## src/rtl/pf_pkg.sv

```systemverilog
// Shared types and sizing helper for the pulse scheduler.
package pf_pkg;

  typedef enum logic [1:0] {
    IDLE  = 2'd0,
    PULSE = 2'd1,
    GAP   = 2'd2
  } pf_state_t;

  // Bits needed to hold the larger of the two phase lengths.
  function automatic int cnt_width(input int width, input int gap);
    int m;
    m = (width > gap) ? width : gap;
    return $clog2(m + 1);
  endfunction

endpackage

```

## src/rtl/pf_sched_m_rr_arb.sv

```systemverilog
// Round-robin picker: first set pend bit strictly after ptr, wrapping modulo N.
module rr_arb_m #(
  parameter int N = 4
) (
  input  logic [N-1:0]         pend,
  input  logic [$clog2(N)-1:0] ptr,
  output logic                 gnt_vld,
  output logic [$clog2(N)-1:0] gnt_id
);

  localparam int IW = $clog2(N);

  // Scan farthest-first so the nearest candidate after ptr overwrites the rest.
  always_comb begin
    gnt_vld = 1'b0;
    gnt_id  = '0;
    for (int k = N; k >= 1; k--) begin
      int idx;
      idx = int'(ptr) + k;
      if (idx >= N) idx = idx - N;
      if (pend[idx[IW-1:0]]) begin
        gnt_vld = 1'b1;
        gnt_id  = idx[IW-1:0];
      end
    end
  end

endmodule

```

## src/rtl/pf_sched_m.sv

```systemverilog
// Shares one pulse-former among N edge-triggered sources with round-robin
// arbitration, fixed pulse width and a minimum inter-pulse gap.
module pf_sched_m
  import pf_pkg::*;
#(
  parameter int N     = 4,
  parameter int WIDTH = 4,
  parameter int GAP   = 2
) (
  input  logic                 clk,
  input  logic                 rst_n,
  input  logic                 en,
  input  logic [N-1:0]         req,
  input  logic [N-1:0]         clr,
  output logic                 out,
  output logic [$clog2(N)-1:0] id,
  output logic [N-1:0]         pend,
  output logic                 busy,
  output logic [N-1:0]         ovf
);

  localparam int IW = $clog2(N);
  localparam int CW = cnt_width(WIDTH, GAP);

  generate
    if (N < 2 || N > 16) begin : g_bad_n
      $error("pf_sched_m: N must be in 2..16");
    end
    if (WIDTH < 1) begin : g_bad_width
      $error("pf_sched_m: WIDTH must be >= 1");
    end
    if (GAP < 1) begin : g_bad_gap
      $error("pf_sched_m: GAP must be >= 1");
    end
  endgenerate

  pf_state_t     state_q, state_d;
  logic [CW-1:0] cnt_q, cnt_d;
  logic [N-1:0]  req_q;
  logic [N-1:0]  pend_q, pend_d;
  logic [N-1:0]  ovf_q, ovf_d;
  logic [IW-1:0] ptr_q, ptr_d;
  logic [IW-1:0] id_q, id_d;
  logic          out_q;
  logic          grant;
  logic          gnt_vld;
  logic [IW-1:0] gnt_id;
  logic [N-1:0]  gnt_mask;
  logic [N-1:0]  ev;

  rr_arb_m #(.N(N)) u_arb (
    .pend    (pend_q),
    .ptr     (ptr_q),
    .gnt_vld (gnt_vld),
    .gnt_id  (gnt_id)
  );

  // The enum member GAP is shadowed by the parameter, hence the qualified names.
  always_comb begin
    state_d = state_q;
    cnt_d   = cnt_q;
    grant   = 1'b0;
    case (state_q)
      pf_pkg::IDLE: begin
        if (en && gnt_vld) grant = 1'b1;
      end
      pf_pkg::PULSE: begin
        if (cnt_q == '0) begin
          state_d = pf_pkg::GAP;
          cnt_d   = CW'(GAP - 1);
        end else begin
          cnt_d = cnt_q - 1'b1;
        end
      end
      pf_pkg::GAP: begin
        if (cnt_q == '0) begin
          if (en && gnt_vld) grant = 1'b1;
          else               state_d = pf_pkg::IDLE;
        end else begin
          cnt_d = cnt_q - 1'b1;
        end
      end
      default: state_d = pf_pkg::IDLE;
    endcase
    if (grant) begin
      state_d = pf_pkg::PULSE;
      cnt_d   = CW'(WIDTH - 1);
    end
  end

  assign gnt_mask = grant ? (N'(1) << gnt_id) : '0;
  assign ptr_d    = grant ? gnt_id : ptr_q;
  assign id_d     = grant ? gnt_id : id_q;

  // A fresh event outranks both the grant clear and clr so it is never lost.
  generate
    for (genvar gi = 0; gi < N; gi++) begin : g_ch
      assign ev[gi]     = req[gi] & ~req_q[gi];
      assign pend_d[gi] = ev[gi]       ? 1'b1 :
                          gnt_mask[gi] ? 1'b0 :
                          clr[gi]      ? 1'b0 : pend_q[gi];
      assign ovf_d[gi]  = ev[gi] & pend_q[gi] & ~gnt_mask[gi];
    end
  endgenerate

  always_ff @(posedge clk) begin
    req_q <= req;
  end

  always_ff @(posedge clk) begin
    if (!rst_n) begin
      state_q <= pf_pkg::IDLE;
      cnt_q   <= '0;
      pend_q  <= '0;
      ovf_q   <= '0;
      ptr_q   <= IW'(N - 1);
      id_q    <= '0;
      out_q   <= 1'b0;
    end else begin
      state_q <= state_d;
      cnt_q   <= cnt_d;
      pend_q  <= pend_d;
      ovf_q   <= ovf_d;
      ptr_q   <= ptr_d;
      id_q    <= id_d;
      out_q   <= (state_d == pf_pkg::PULSE);
    end
  end

  assign out  = out_q;
  assign id   = id_q;
  assign pend = pend_q;
  assign ovf  = ovf_q;
  assign busy = (state_q != pf_pkg::IDLE);

endmodule

```

## config.mk

```make
export PLATFORM = sky130hd
export DESIGN_NAME = pf_sched_m
export DESIGN_NICKNAME = d
export VERILOG_FILES = /design/src/rtl/pf_pkg.sv /design/src/rtl/pf_sched_m_rr_arb.sv /design/src/rtl/pf_sched_m.sv
export SDC_FILE = /design/constraint.sdc
export NUM_CORES = 1
export LEC_CHECK = 0
export CORE_AREA = 10 10 52 54
export CTS_CLUSTER_DIAMETER = 80
export DETAILED_ROUTE_END_ITERATION = 6
export DIE_AREA = 0 0 62 64
export DONT_BUFFER_PORTS = 1
export PLACE_DENSITY = 0.71
export SLEW_MARGIN = 25
export SYNTH_ARGS = -nofsm -noshare
export SYNTH_HDL_FRONTEND = slang
export SYNTH_SLANG_ARGS = --single-unit
```

## constraint.sdc

```tcl
create_clock -name clk -period 2.7 [get_ports clk]
set_input_delay 0.405 -clock clk [delete_from_list [all_inputs] [get_ports clk]]
set_output_delay 0.405 -clock clk [all_outputs]
set_load 0.005 [all_outputs]
```

Yosys cells after proc, flatten, opt, wreduce, memory -nomap -nowiden
Index checks and enable logic that the tools add are counted.

word-level totals
  flip-flop bits (word level) = 22
  bits of input ports = 11
  output and inout bits = 12

cells by class
  add/subtract/negate cells = 9
  magnitude comparators = 8
  equal/unequal tests = 5
  shifts and indexed selects = 1
  multiplexer cells = 45
  bitwise gates (word level) = 21
  reduce and logical (&&, ||, !) cells = 13

operators by type and width
  operator                                                                       number
  2-bit 2-to-1 mux                                                               13
  1-bit 2-to-1 mux                                                               22
  3-bit nonzero test                                                             5
  1-bit AND                                                                      12
  2-bit by 3-bit less-than comparator with 1-bit output (second input constant)  4
  3-bit >= comparator (second input constant)                                    3
  1-bit inverter                                                                 9
  1-bit binary-select mux with 2-bit select                                      4
  2-bit by 1-bit subtractor with 2-bit output (second input constant)            4
  2-bit by 2-bit adder with 3-bit output (second input constant)                 2
  3-bit 2-to-1 mux                                                               2
  2-bit one-hot mux with 3 select lines                                          1
  3-bit one-hot mux with 2 select lines                                          1
  2-bit by 3-bit adder with 4-bit output (second input constant)                 1
  2-bit by 1-bit equality test with 1-bit output (second input constant)         2
  4-bit by 3-bit >= comparator with 1-bit output (second input constant)         1
  4-bit 2-to-1 mux                                                               1
  2-bit AND reduction                                                            2
  2-bit nonzero test                                                             2
  1-bit by 2-bit << shifter with 4-bit output (first input constant)             1
  2-bit by 1-bit adder with 3-bit output (second input constant)                 1
  3-bit logical NOT                                                              1
  3-bit inequality test (second input constant)                                  1
  3-bit by 1-bit subtractor with 3-bit output (second input constant)            1
  other kinds (6)                                                                6

Logic depth before layout (Yosys ltp)
Gate-level depths: netlist (run 1).

  depth after elaboration = 16
  gate-level depth with buffers = 7
  mapped depth without buffers = 7

Hierarchy
Synthesis (run 1) repeated with hierarchy kept, for this count alone.

second synthesis, totals
  cell total of the unflattened synthesis = 95
  area, all modules = 880.8 um2

by module, submodules not included
  module      times used  cells each  area each (um2)  sequential area each (um2)
  pf_sched_m  1           81          789.5            440.4
  rr_arb_m    1           14          91.3             0.0

Worst setup path before layout (run 1)
No wires, ideal clock.

  path type = register to register
  from = register cnt_q[0]
  to = register pend_q[3], in the netlist pend[3]
  setup time = 120 ps
  data arrival time = 1,325 ps
  path slack = 1,256 ps
  cell stages (with the launch flop) = 8
  buffers on the path = 0
  cells stage by stage = dfxtp_1 inv_1 ha_1 or2b_1 nand2_1 nand3_2 o21ai_1 o21ai_1

between the ends
  cells in the longest elaborated chain, start to end = 6

ends and longest elaborated chain
  element                                  line               source
  start: declaration                       pf_sched_m.sv:38   logic [CW-1:0] cnt_q, cnt_d;
  start signal: assignment                 pf_sched_m.sv:121  cnt_q <= cnt_d;
  3-bit logical NOT *                      pf_sched_m.sv:76   if (cnt_q == '0) begin
  1-bit 2-to-1 mux *                       pf_sched_m.sv:76
  1-bit one-hot mux with 2 select lines *  pf_sched_m.sv:63   case (state_q)
  4-bit 2-to-1 mux *                       pf_sched_m.sv:91   assign gnt_mask = grant ? (N'(1) << gnt_id) : '0;
  1-bit 2-to-1 mux                         pf_sched_m.sv:100  gnt_mask[gi] ? 1'b0 :
  1-bit 2-to-1 mux                         pf_sched_m.sv:99   assign pend_d[gi] = ev[gi] ? 1'b1 :
  end signal: assignment                   pf_sched_m.sv:122  pend_q <= pend_d;
  end: declaration                         pf_sched_m.sv:40   logic [N-1:0] pend_q, pend_d;

Every way passes the cells marked *; elsewhere a longest branch is shown, timed or not.
A chain may end at the register's enable or synchronous reset.

Final worst setup path (run 1)
Ends and elaborated chain as after synthesis.

==> results_dict.tcl, run 1 <==
set metrics [dict create \
    core_um2 1708 \
    numCtsBuffers 3 \
    antenna_found_initial 0 \
    cp-end-kind "flop" \
    num_vias 763 \
    report.final.setup_viol 0 \
    max_freq_ghz 0.6006 \
    nNetsFinal 125 \
    r2r_setup_slack_ns 1.04 \
    routed_wl_um 2024 \
    synth_seq_cells 22 \
    crit_type "reg2reg" \
    tightest_slew_ns 0.3868 \
    cts_max_path_buffers 2 \
    fin_skew_ns 0.007602 \
    hold_violations 0 \
    post_cts_resize_count 0 \
    syn_inst 110 \
    worst_setup_path_start_kind "flop" \
    avgSynthCellArea_um2 9.179 \
    intPower_w 0.0004860 \
    ios 23 \
    layout_common_cells "22 x dfxtp_1, 10 x nand2_1, 9 x nor2_1" \
    row_count 15 \
    via_per_inst 5.610 \
    leakagePower_nw 0.3793 \
    grt_usage_pct 11.22 \
    post_cts_buffers 0 \
    crit_slowest_cell "dfxtp_1" \
    instances_no_fill 136 \
    comb_power_share_pct 18.0 \
    tritoncts "built" \
    htreeDepth 1 \
    seq_power_share_pct 55.8 \
    cts.sinks 22 \
    path_cells "inv_1 -> ha_1 -> or2b_1 -> nand2_1 -> nand3_2 -> o21ai_1 -> o21ai_1" \
    final_common_cell "dfxtp_1" \
    power_density_nw_per_um2 632.4 \
    worstPathMaxFanout 7 \
    drive_above_1_share_pct 13.51 \
    fp.dieArea_um2 3968 \
    rsz0062_at_grt "no" \
    grt_overflow_total 0 \
    drcViolationCount 0 \
    ctsHoldBuffers 0 \
    post-route-period-util_pct 61.66 \
    netSwitchingFraction_pct 27.57 \
    ant_nets 0 \
    grt_pass1_vias 721 \
    cts-root-buf "clkbuf_4" \
    yosys_warnings 0 \
    p_switching_w 0.0001850 \
    grt_max_degree 18 \
    whs_ns 0.1157 \
    start_util_pct 59.12 \
    r2r_cells 7 \
    chipHeight_um 64 \
    required_ns 2.91 \
    relSlewSlack_pct 74.18 \
    place_hpwl_um 1558 \
    synth.distinct_cells 35 \
    first_pass_iters 4 \
    n_fill_cell 158 \
    ys_seq_area_share_pct 43.62 \
    maxCapViolCount 0 \
    crit_top_cell "o21ai_1" \
    crit_arrival_ns 1.87 \
    wl_per_cell_um 14.88 \
    drt_iter0_drc 38 \
    vdd_drop_max_uv 320.1 \
    clock_latency_ns 0.30 \
    dp.cells 132 \
    min_period_ns 1.665 \
    finalSetupTns_ns 0 \
    dieWidth_um 62 \
    gp_congestion 0.8305 \
    io_buffers 0 \
    hold_class "in2reg" \
    slowest_delay_ns 0.35 \
    status "completed" \
    path_clk_slew_ns 0.12 \
    slew_viol_final 0 \
    diodes 0 \
    netlist_area_um2 1010 \
    grt_pass1_wl_um 3353 \
    syn_nets 123 \
    syn_to_final_growth_pct 5.081 \
    min_path_cells 0 \
    clock_power_share_pct 26.1 \
]
[path summary, 6_finish.rpt]
kind | startpoint | end
max | cnt_q[0]$_SDFFE_PN0P_ | pend[3]$_SDFFE_PN0P_
min | req[3] | req_q[3]$_DFF_P_
max reg2reg | cnt_q[0]$_SDFFE_PN0P_ | pend[3]$_SDFFE_PN0P_
min reg2reg | id[1]$_SDFFE_PN0P_ | id[1]$_SDFFE_PN0P_
[through the flow]
stage	power, W	util (%)	setup WS (ns)	area (um2)
floorplan	0.0004805	-	1.256	1010
global placement	0.0004976	60.00	1.136	1025
detailed placement	0.0005027	60.00	1.055	1025
CTS	0.0006852	62.12	1.038	1061
global route	0.0007188	62.12	0.8729	1061
finish	0.0006710	62.12	1.035	1061
[cell usage after synthesis, drive strengths merged]
cell type | instances | area, um2
dfxtp | 22 | 440.4
nand2 | 10 | 37.54
o21ai | 10 | 50.05
nor2 | 9 | 33.78
nand3b | 8 | 60.06
a21oi | 7 | 35.03
nor3b | 6 | 76.33
nand2b | 4 | 25.02
or2b | 4 | 30.03
a21boi | 3 | 22.52
nand3 | 3 | 20.02
nor3 | 3 | 15.01
clkbuf | 2 | 8.750
ha | 2 | 25.02
inv | 2 | 7.510
nor2b | 2 | 12.51
a211oi | 1 | 12.51
a31oi | 1 | 6.260
and2 | 1 | 6.260
buf | 1 | 7.510
mux2i | 1 | 10.01
nor4 | 1 | 12.51
o211ai | 1 | 7.510
o21a | 1 | 7.510
o22ai | 1 | 6.260
o31ai | 1 | 7.510
or2 | 1 | 6.260
or3 | 1 | 11.26
or3b | 1 | 8.760
[sequential cells by signal (all words and copies together) (netlist names)]
name,cells
id,2
out,1
ovf,4
req_q,4
state_q,2
cnt_q,3
pend,4
ptr_q,2
[worst max-delay path: cells and delay by family (launching register included)]
| family | cells | cell delay, ns |
|---|---|---|
| AO/OA/AOI/OAI | 2 | 0.29 |
| buffers and inverters | 1 | 0.09 |
| adder cells (fa/ha/maj) | 1 | 0.18 |
| flip-flops | 1 | 0.35 |
| AND/OR/NAND/NOR | 3 | 0.67 |
[layout make-up]
type | instances | area [um2] | area share (%)
multi-input cells | 83 | 545.5 | 51.41
flip-flops and latches | 22 | 440.4 | 41.51
inverters | 2 | 7.507 | 0.7075
well taps | 25 | 31.28 | 2.948
clock buffers | 4 | 36.28 | 3.420
[kinds of logic (layout without fill, tap and decap cells)]
group / after synthesis / in the layout / synth area share, %
compound gates: 26 / 26 / 15.37
fa+ha+maj: 2 / 2 / 2.478
buf+inv: 5 / 6 / 2.354
flops: 22 / 22 / 43.62
mux: 1 / 1 / 0.9914
simple gates: 54 / 54 / 35.19
[per-layer routing]
metal / share of wire [%] / global-route usage [%] / routed length [um] / up-vias
li1: - / - / - / 391
met1: 45 / 14.11 / 905 / 347
met2: 44 / 14.74 / 886 / 23
met3: 11 / 6.126 / 218 / 2
met4: 0.64 / 5.866 / 13 / 0
met5: 0 / 0 / 0 / -
[power by group through the flow]
stage,clock (W),combinational (W),sequential [W]
floorplan,0,0.000109,0.000371
global placement,0,0.000117,0.000381
detailed placement,0,0.000121,0.000382
CTS,0.000189,0.000121,0.000375
global route,0.000202,0.000137,0.000380
finish,0.000175,0.000121,0.000375
No activity file was read; power rests on OpenSTA's default activity.
==> run 2, diff against run 1 <==
- ABC_AREA: unset -> 1
- CORE_AREA: 10 10 52 54 -> 10 10 54 56
- DIE_AREA: 0 0 62 64 -> 0 0 64 66
- PLACE_DENSITY: 0.71 -> 0.7
- clock period: 2.7 -> 1.73 ns (I/O delays scaled with it)
==> results_dict.tcl, run 2 <==
set metrics [dict create \
    status "completed" \
    synth_edf_count 0 \
    max_freq_ghz 0.6486 \
    finalSetupTns_ns 0 \
    netlist_area_um2 1080 \
    start_util_pct 56.78 \
    power.total_w 0.001135 \
    maxCapViolCount 0 \
    required_ns 1.92 \
    grt_max_degree 14 \
    io_buffers 0 \
    antenna_found_initial 0 \
    dieWidth_um 64 \
    crit_arrival_ns 1.73 \
    htreeDepth 1 \
    synth_most_common_cell "nand2_1" \
    drt_iter0_drc 30 \
    grt_overflow_total 0 \
    place_hpwl_um 1849 \
    cts-root-buf "clkbuf_4" \
    multi_input_area_um2 543.0 \
    worstPathMaxFanout 9 \
    synth_top_area_share_pct 40.79 \
    final_util_pct 62.04 \
    nNetsFinal 175 \
    leakagePower_nw 0.5835 \
    n_fill_cell 169 \
    synthArstFlopShare_pct 0 \
    num_vias 937 \
    diodes 0 \
    grt_pass1_wl_um 4015 \
    grt_usage_pct 11.65 \
    drive_above_1_share_pct 17.50 \
    drcViolationCount 0 \
    final_common_cell "nand2_1" \
    gp_congestion 0.8895 \
    synth.distinct_cells 27 \
    tightest_slew_ns 0.2611 \
    cts_max_path_buffers 2 \
    crit_type "reg2reg" \
    post-route-period-util_pct 89.12 \
    cts.sinks 22 \
    clock_latency_ns 0.29 \
    routed_wl_um 2314 \
    core_um2 1902 \
    rsz0062_at_grt "no" \
    path_clk_slew_ns 0.11 \
    report.final.setup_viol 0 \
    syn_inst 153 \
    ctsHoldBuffers 4 \
    vdd_drop_max_uv 522.8 \
    wl_per_cell_um 12.37 \
    first_pass_iters 4 \
    layout_common_cells "46 x nand2_1, 22 x dfxtp_1, 19 x inv_1" \
    fin_skew_ns 0.002222 \
    synth_seq_cells 22 \
    ant_nets 0 \
    synthTopCellsByArea "dfxtp_1 41%, nand2_1 16%, nand2_2 7.0%" \
    numCtsBuffers 3 \
    cp-end-kind "flop" \
    post_cts_buffers 0 \
    min_period_ns 1.542 \
    relSlewSlack_pct 82.41 \
    fp.dieArea_um2 4224 \
    slew_viol_final 0 \
    worst_setup_path_start_kind "flop" \
    seq_area_um2 440.4 \
    row_count 16 \
    hold_violations 0 \
    syn_nets 166 \
    synthFlopType "dfxtp_1" \
    syn_to_final_growth_pct 9.270 \
    ys_seq_area_share_pct 40.79 \
    avgSynthCellArea_um2 7.057 \
    via_per_inst 5.011 \
    synth.top_cells.by_count "46 x nand2_1, 22 x dfxtp_1, 19 x inv_1" \
    power_density_nw_per_um2 961.5 \
    hold_class "in2reg" \
    chipHeight_um 66 \
    yosysTopAreaCell "dfxtp_1" \
    yosys_warnings 0 \
    post_cts_resize_count 0 \
    grt_pass1_vias 915 \
    tritoncts "built" \
    ios 23 \
]
run 2: power by group:
part | internal, W | switching [W] | total (W)
clock | 0.0000809 | 0.000135 | 0.000216
combinational | 0.000119 | 0.000218 | 0.000337
sequential | 0.000548 | 0.0000334 | 0.000581
total | 0.000748 | 0.000387 | 0.00113
run 2: worst paths after layout:
check                                      startpoint                    end  slack, ns  depth (start not counted)
worst max-delay path            ptr_q[0]$_SDFFE_PN1P_   pend[2]$_SDFFE_PN0P_       0.19                         11
worst min register to register       req_q[3]$_DFF_P_      ovf[3]$_SDFF_PN0_       0.48                          3
worst max register to register  ptr_q[0]$_SDFFE_PN1P_   pend[2]$_SDFFE_PN0P_       0.19                         11
worst min-delay path                            rst_n  ptr_q[1]$_SDFFE_PN1P_       0.06                          1
run 2: routing by layer:
layer | vias to the layer above | part of all wire (%) | wire length, um | GRT usage, %
met5 | - | 0 | 0 | 0
met3 | 2 | 6.5 | 150 | 4.915
li1 | 490 | - | - | -
met4 | 0 | 0.69 | 16 | 4.918
met1 | 434 | 40 | 926 | 11.39
met2 | 11 | 53 | 1221 | 21.14
run 2: layout make-up:
class | instances | share of cell area, %
clock buffer | 3 | 1.909
multi-input combinational | 106 | 46.02
inverter | 24 | 7.847
tap | 27 | 2.863
timing repair buffer | 5 | 4.030
sequential | 22 | 37.33
run 2: logic make-up after synthesis:
group	count (synthesis)	synth area share [%]
compound gates	15	8.112
buf+inv	25	8.922
fa+ha+maj	2	2.317
flops	22	40.79
simple gates	88	39.05
xor+xnor	1	0.8113
run 2: worst max-delay path, cell delays in order, from the launching register on:
cell	delay [ns]
dfxtp_1	0.48
inv_4	0.10
nand2_2	0.07
nand2_2	0.07
nand2_1	0.10
nand2_1	0.08
nand2_2	0.09
nand2_1	0.06
nand2_2	0.08
nand2_4	0.09
nor2_2	0.14
o21ai_1	0.07
run 2: metrics by stage:
| stage | std cells | setup WS (ns) | hold slack, ns | cell area [um2] |
|---|---|---|---|---|
| 3_5_place_dp | 180 | 0.2152 | 0.2873 | 1117 |
| 2_1_floorplan | 153 | 0.2953 | 0.2872 | 1080 |
| 5_1_grt | 187 | 0.01385 | 0.05309 | 1180 |
| 4_1_cts | 187 | 0.1839 | 0.05059 | 1180 |
| 3_3_place_gp | 180 | 0.2385 | 0.2873 | 1117 |
| 6_report | 187 | 0.1883 | 0.06408 | 1180 |
